===== src/rtl/serial_adder.sv =====
// serial_adder: multi-cycle WIDTH-bit adder/subtractor that processes DIGIT
// bits per clock through one ripple slice and a registered carry.
// Each operation takes STEPS = WIDTH/DIGIT cycles.
//
// Ports:
//   clk, rst          single clock, synchronous active-high reset
//   in_valid/in_ready input handshake for operands a, b, cin, sub
//   a, b              WIDTH-bit operands
//   cin               carry-in
//   sub               1 = a + ~b + carry-in adjust (a - b for cin = 0)
//   out_valid/out_ready output handshake for sum, cout
//   sum               WIDTH-bit result (modulo 2^WIDTH)
//   cout              carry out of the MSB (subtract: 1 = no borrow)
//   ovf               signed overflow, present only with SERIAL_ADDER_OVF_EN
//
// Optional feature macro: SERIAL_ADDER_OVF_EN adds the registered ovf output.
module serial_adder #(
  parameter int WIDTH = 16,
  parameter int DIGIT = 1
) (
  input  logic             clk,
  input  logic             rst,
  input  logic             in_valid,
  output logic             in_ready,
  input  logic [WIDTH-1:0] a,
  input  logic [WIDTH-1:0] b,
  input  logic             cin,
  input  logic             sub,
  output logic             out_valid,
  input  logic             out_ready,
  output logic [WIDTH-1:0] sum,
  output logic             cout
`ifdef SERIAL_ADDER_OVF_EN
  ,
  output logic             ovf
`endif
);

  localparam int STEPS = WIDTH / DIGIT;
  localparam int CW    = (STEPS > 1) ? $clog2(STEPS) : 1;
  localparam logic [CW-1:0] LAST = CW'(STEPS - 1);

  localparam logic [1:0] IDLE = 2'd0;
  localparam logic [1:0] RUN  = 2'd1;
  localparam logic [1:0] DONE = 2'd2;

  generate
    if (WIDTH < 2) begin : g_bad_width
      $error("serial_adder: WIDTH must be at least 2");
    end
    if (DIGIT < 1 || (WIDTH % DIGIT) != 0) begin : g_bad_digit
      $error("serial_adder: DIGIT must divide WIDTH exactly");
    end
  endgenerate

  logic [1:0]       state;
  logic [WIDTH-1:0] op_a;
  logic [WIDTH-1:0] op_b;
  logic             carry;
  logic [CW-1:0]    count;
  logic [DIGIT:0]   slice;
  logic [WIDTH-1:0] sum_next;
  logic             accept;
  logic             last_step;

  always_comb begin
    in_ready = ~rst & ((state == IDLE) | ((state == DONE) & out_ready));
    accept   = in_valid & in_ready;
    last_step = (count == LAST);
    slice = {1'b0, op_a[DIGIT-1:0]} + {1'b0, op_b[DIGIT-1:0]}
          + {{DIGIT{1'b0}}, carry};
    // Result fills LSB-first: each new digit enters at the top and the
    // register shifts right, so after STEPS digits the word is aligned.
    sum_next = sum >> DIGIT;
    sum_next[WIDTH-1 -: DIGIT] = slice[DIGIT-1:0];
  end

`ifdef SERIAL_ADDER_OVF_EN
  // Carry into the MSB recovered from the MSB's own sum bit and inputs.
  logic msb_cin;
  always_comb begin
    msb_cin = slice[DIGIT-1] ^ op_a[DIGIT-1] ^ op_b[DIGIT-1];
  end
`endif

  always_ff @(posedge clk) begin
    if (rst) begin
      state     <= IDLE;
      op_a      <= '0;
      op_b      <= '0;
      carry     <= 1'b0;
      count     <= '0;
      sum       <= '0;
      cout      <= 1'b0;
      out_valid <= 1'b0;
`ifdef SERIAL_ADDER_OVF_EN
      ovf       <= 1'b0;
`endif
    end else if (accept) begin
      // Covers both IDLE and the zero-bubble DONE->RUN hand-over.
      op_a      <= a;
      op_b      <= sub ? ~b : b;
      carry     <= cin ^ sub;
      count     <= '0;
      out_valid <= 1'b0;
      state     <= RUN;
    end else if (state == RUN) begin
      op_a  <= op_a >> DIGIT;
      op_b  <= op_b >> DIGIT;
      carry <= slice[DIGIT];
      sum   <= sum_next;
      count <= count + 1'b1;
      if (last_step) begin
        state     <= DONE;
        out_valid <= 1'b1;
        cout      <= slice[DIGIT];
`ifdef SERIAL_ADDER_OVF_EN
        ovf       <= msb_cin ^ slice[DIGIT];
`endif
      end
    end else if (state == DONE) begin
      if (out_ready) begin
        out_valid <= 1'b0;
        state     <= IDLE;
      end
    end else if (state != IDLE) begin
      state <= IDLE;
    end
  end

endmodule


===== config.mk =====
export PLATFORM = sky130hd
export DESIGN_NAME = serial_adder
export DESIGN_NICKNAME = d
export VERILOG_FILES = /design/src/rtl/serial_adder.sv
export SDC_FILE = /design/constraint.sdc
export NUM_CORES = 1
export LEC_CHECK = 0
export ABC_AREA = 1
export CORE_MARGIN = 5
export CORE_UTILIZATION = 45
export CTS_CLUSTER_SIZE = 28
export DETAILED_ROUTE_END_ITERATION = 7
export DONT_BUFFER_PORTS = 1
export HOLD_SLACK_MARGIN = 0.12
export MAX_ROUTING_LAYER = met4
export PLACE_DENSITY = 0.58
export SYNTH_ARGS = -nofsm -noshare
export SYNTH_HDL_FRONTEND = slang
export SYNTH_SLANG_ARGS = --single-unit

===== constraint.sdc =====
create_clock -name clk -period 1.9 [get_ports clk]
set_clock_uncertainty 0.15 [all_clocks]
set_input_delay 0.38 -clock clk [delete_from_list [all_inputs] [get_ports clk]]
set_output_delay 0.38 -clock clk [all_outputs]
set_load 0.02 [all_outputs]

==> summary.md <==
| Metric | Value |
|---|---|
| Switching power | `765 uW` |
| Vias in the first global route | `2407` |
| Endpoints failing hold | `0` |
| Crit Path Max Fanout | `15` |
| Area Growth Syn to Fin | `18.3%` |
| FILL cells | `613` |
| Critical Path Source Type | `flop` |
| Ys flop type | `dfxtp_1` |
| CP Cell Sequence | `nor2_4 -> buf_4 -> nand2_4 -> clkinvlp_4` |
| Pin count of the biggest net entering global routing | `56` |
| Fin crit share | `0.959` |
| Final ANT Viol Nets | `0` |
| Total nets after synthesis | `443` |
| Initial Util | `0.468` |
| Share of post-route cells with drive strength above 1 | `0.0749` |
| Reg area | `0.00114 sq mm` |
| CTS tree | `done` |
| Number of antenna violations at the first check in global routing | `0` |
| DR iter-0 viols | `126` |
| GPL Wtd Cong | `0.754` |
| Tightest Hold Check Type | `input pin to flop` |
| Asr flop ratio synth | `0` |
| Final worst slack | `0.0786 ns` |
| Placed Instances | `456` |
| Dpl ws | `0.310 ns` |
| CP Data Required Time | `1.37 ns` |
| Die ar. | `0.00790 sq mm` |
| Sum Neg Setup Slack | `0 ns` |
| Die W | `88.9 microns` |
| Commonest non-fill, non-tap cell in the layout | `nand2_1` |
| FP Rows | `28` |
| IO Pins | `57` |
| Worst-path clk slew | `0.06 ns` |
| Most frequent cells in the layout | `nand2_1 (131), dfxtp_1 (56), nor2_1 (40)` |
| Clk pwr share | `0.361` |
| Final wirelength | `6480 microns` |
| Instance count of the mapped netlist | `403` |
| Buffers on Ports | `0` |
| Vias post-DR | `2552` |
| Critical path class | `flop to output port` |
| Overall global routing resource usage | `0.185` |
| Status | `finished clean` |
| Post-synth cell types | `26` |
| Max_cap viols | `0` |
| Mapped Avg Cell Area | `6.95 sq um` |
| Initial DRT Pass Iterations | `4` |
| Worst vdd ir | `0.502 mV` |
| Pwr per Cell Area | `835 mW/mm^2` |
| Sw Share | `0.276` |
| Total gr overflow | `0` |
| DRC violations left | `0` |
| Sequential share of power | `0.490` |
| WL/cell | `12.9 microns` |
| H-tree depth | `3` |
| Int Power | `2000 uW` |
| CP delay by family, top | `buffers and inverters` |
| Die height | `88.9 microns` |
| Clk root buf | `clkbuf_8` |
| Yosys Warn Count | `0` |
| Gate power share | `0.149` |
| Seq cells post-synth | `57` |
| Hold slack | `0.130 ns` |
| Sequential-to-total area share from yosys stat | `0.407` |
| Worst slew margin | `0.683` |
| Post-detail-place hpwl | `3900 microns` |
| Hold depth | `3` |
| Max incr delay on CP | `0.35 ns` |
| P_leak | `0.00142 uW` |
| Setup violations, final | `0` |
| FF-to-FF path depth | `8` |
| Unrepaired setup endpoints after global routing | `no` |
| CP Depth | `4` |
| Multi-input logic area | `0.00140 sq mm` |
| Clk sinks | `57` |
| Slowest stage cell on the critical path | `dfxtp_2` |
| Crit path buf inv count | `2` |
| Ant. Diodes | `0` |
| Buffer count from post-CTS setup fixing | `0` |
| Deepest clock path buffer count | `2` |
| Non-Filler Instances | `502` |
| Worst slew pin tran | `0.475 ns` |
| Vias/cell | `5.08` |
| Mapped cell area | `0.00280 sq mm` |
| First-pass GRT wire length | `11000 microns` |
| Critical Path Sink Type | `output port` |
| CTS Buf Count | `9` |
| Number of synthesized flops with an enable pin | `0` |
| Nets@finish | `462` |
| Max-slew violations | `0` |
| Worst EP arrival | `1.29 ns` |
| Minimum clock period | `1.82 ns` |
| Fmax | `549 MHz` |
| Clk Latency, worst-skew pair | `0.34 ns` |
| Core area | `0.00599 sq mm` |
-- cells in the mapped netlist, types with 2 or more instances --
cell      instances  area (sq um)
xor2_1           13           114
buf_6             2          22.5
xnor2_1           4          35.0
nand3_1          25           125
nor2_1           40           150
buf_2            11          55.1
o21ai_0          18          90.1
dfxtp_1          57          1140
nand2_1         132           495
buf_4             7          52.6
nand4_1          14          87.6
a21oi_1          36           180
inv_1            24          90.1
clkbuf_1          8          30.0
-- cells by family (layout without fill, tap and decap cells) --
family / count (synthesis) / count (layout) / synth area share
flip-flops: 57 / 57 / 0.407
AND/OR/NAND/NOR: 217 / 217 / 0.332
buffers and inverters: 54 / 78 / 0.0924
XOR/XNOR: 17 / 17 / 0.0531
AO/OA/AOI/OAI: 56 / 56 / 0.104
adder cells (fa/ha/maj): 2 / 2 / 0.0116
-- layout make-up --
class | count | area share
clock buffer | 13 | 0.0480
clock inverter | 3 | 0.00453
inverter | 25 | 0.0298
multi-input combinational | 292 | 0.424
sequential | 57 | 0.345
tap | 75 | 0.0283
timing repair buffer | 37 | 0.121
-- what timing repair did --
action	CTS	global route
hold endpoints to repair	34	0
hold buffers	30	0
resized for setup	1	1
setup endpoints to repair	1	1
-- layer usage --
metal,vias to the layer above,routed length (microns),part of all wire,global-route usage
met4,0,104,0.016,0.0701
li1,1320,-,-,-
met5,-,0,0,-
met2,49,3230,0.50,0.312
met1,1176,2830,0.44,0.207
met3,7,305,0.047,0.0544
-- worst register-to-register path: stages, from the launching register on --
cell	delay (ns)
dfxtp_1	0.36
inv_1	0.08
nand2_2	0.10
clkinv_2	0.28
buf_12	0.27
nand2_1	0.06
nand3_1	0.07
nand2_1	0.08
nor2_1	0.04
-- sequential cells by signal, indices dropped and copies added (netlist names) --
name,cells
op_a,16
op_b,16
sum,16
count,4
state,2
carry,1
cout,1
out_valid,1
-- through the flow --
stage                     area [sq um]  power, uW  utilization
final                             3310       2770        0.553
after detailed placement          2820       1710        0.471
after global routing              3310       2930        0.553
after CTS                         3310       2800        0.553
after global placement            2820       1710        0.471
after floorplan                   2800       1670            -
-- path summary, 6_finish.rpt --
path	from	endpoint	slack [ns]
max	state[0]	in_ready	0.08
min	out_ready	state[1]	0.13
max reg2reg	state[1]	op_a[0]	0.30
min reg2reg	op_a[5]	op_a[5]	0.33
-- power groups by stage --
| stage | Combinational, uW | Clock, uW | Sequential [uW] |
|---|---|---|---|
| 6_report | 412 | 1000 | 1360 |
| 5_1_grt | 470 | 1100 | 1370 |
| 4_1_cts | 412 | 1030 | 1360 |
| 3_5_place_dp | 326 | 0 | 1380 |
| 3_3_place_gp | 324 | 0 | 1380 |
| 2_1_floorplan | 296 | 0 | 1370 |
(Power assumes the default switching activity.)
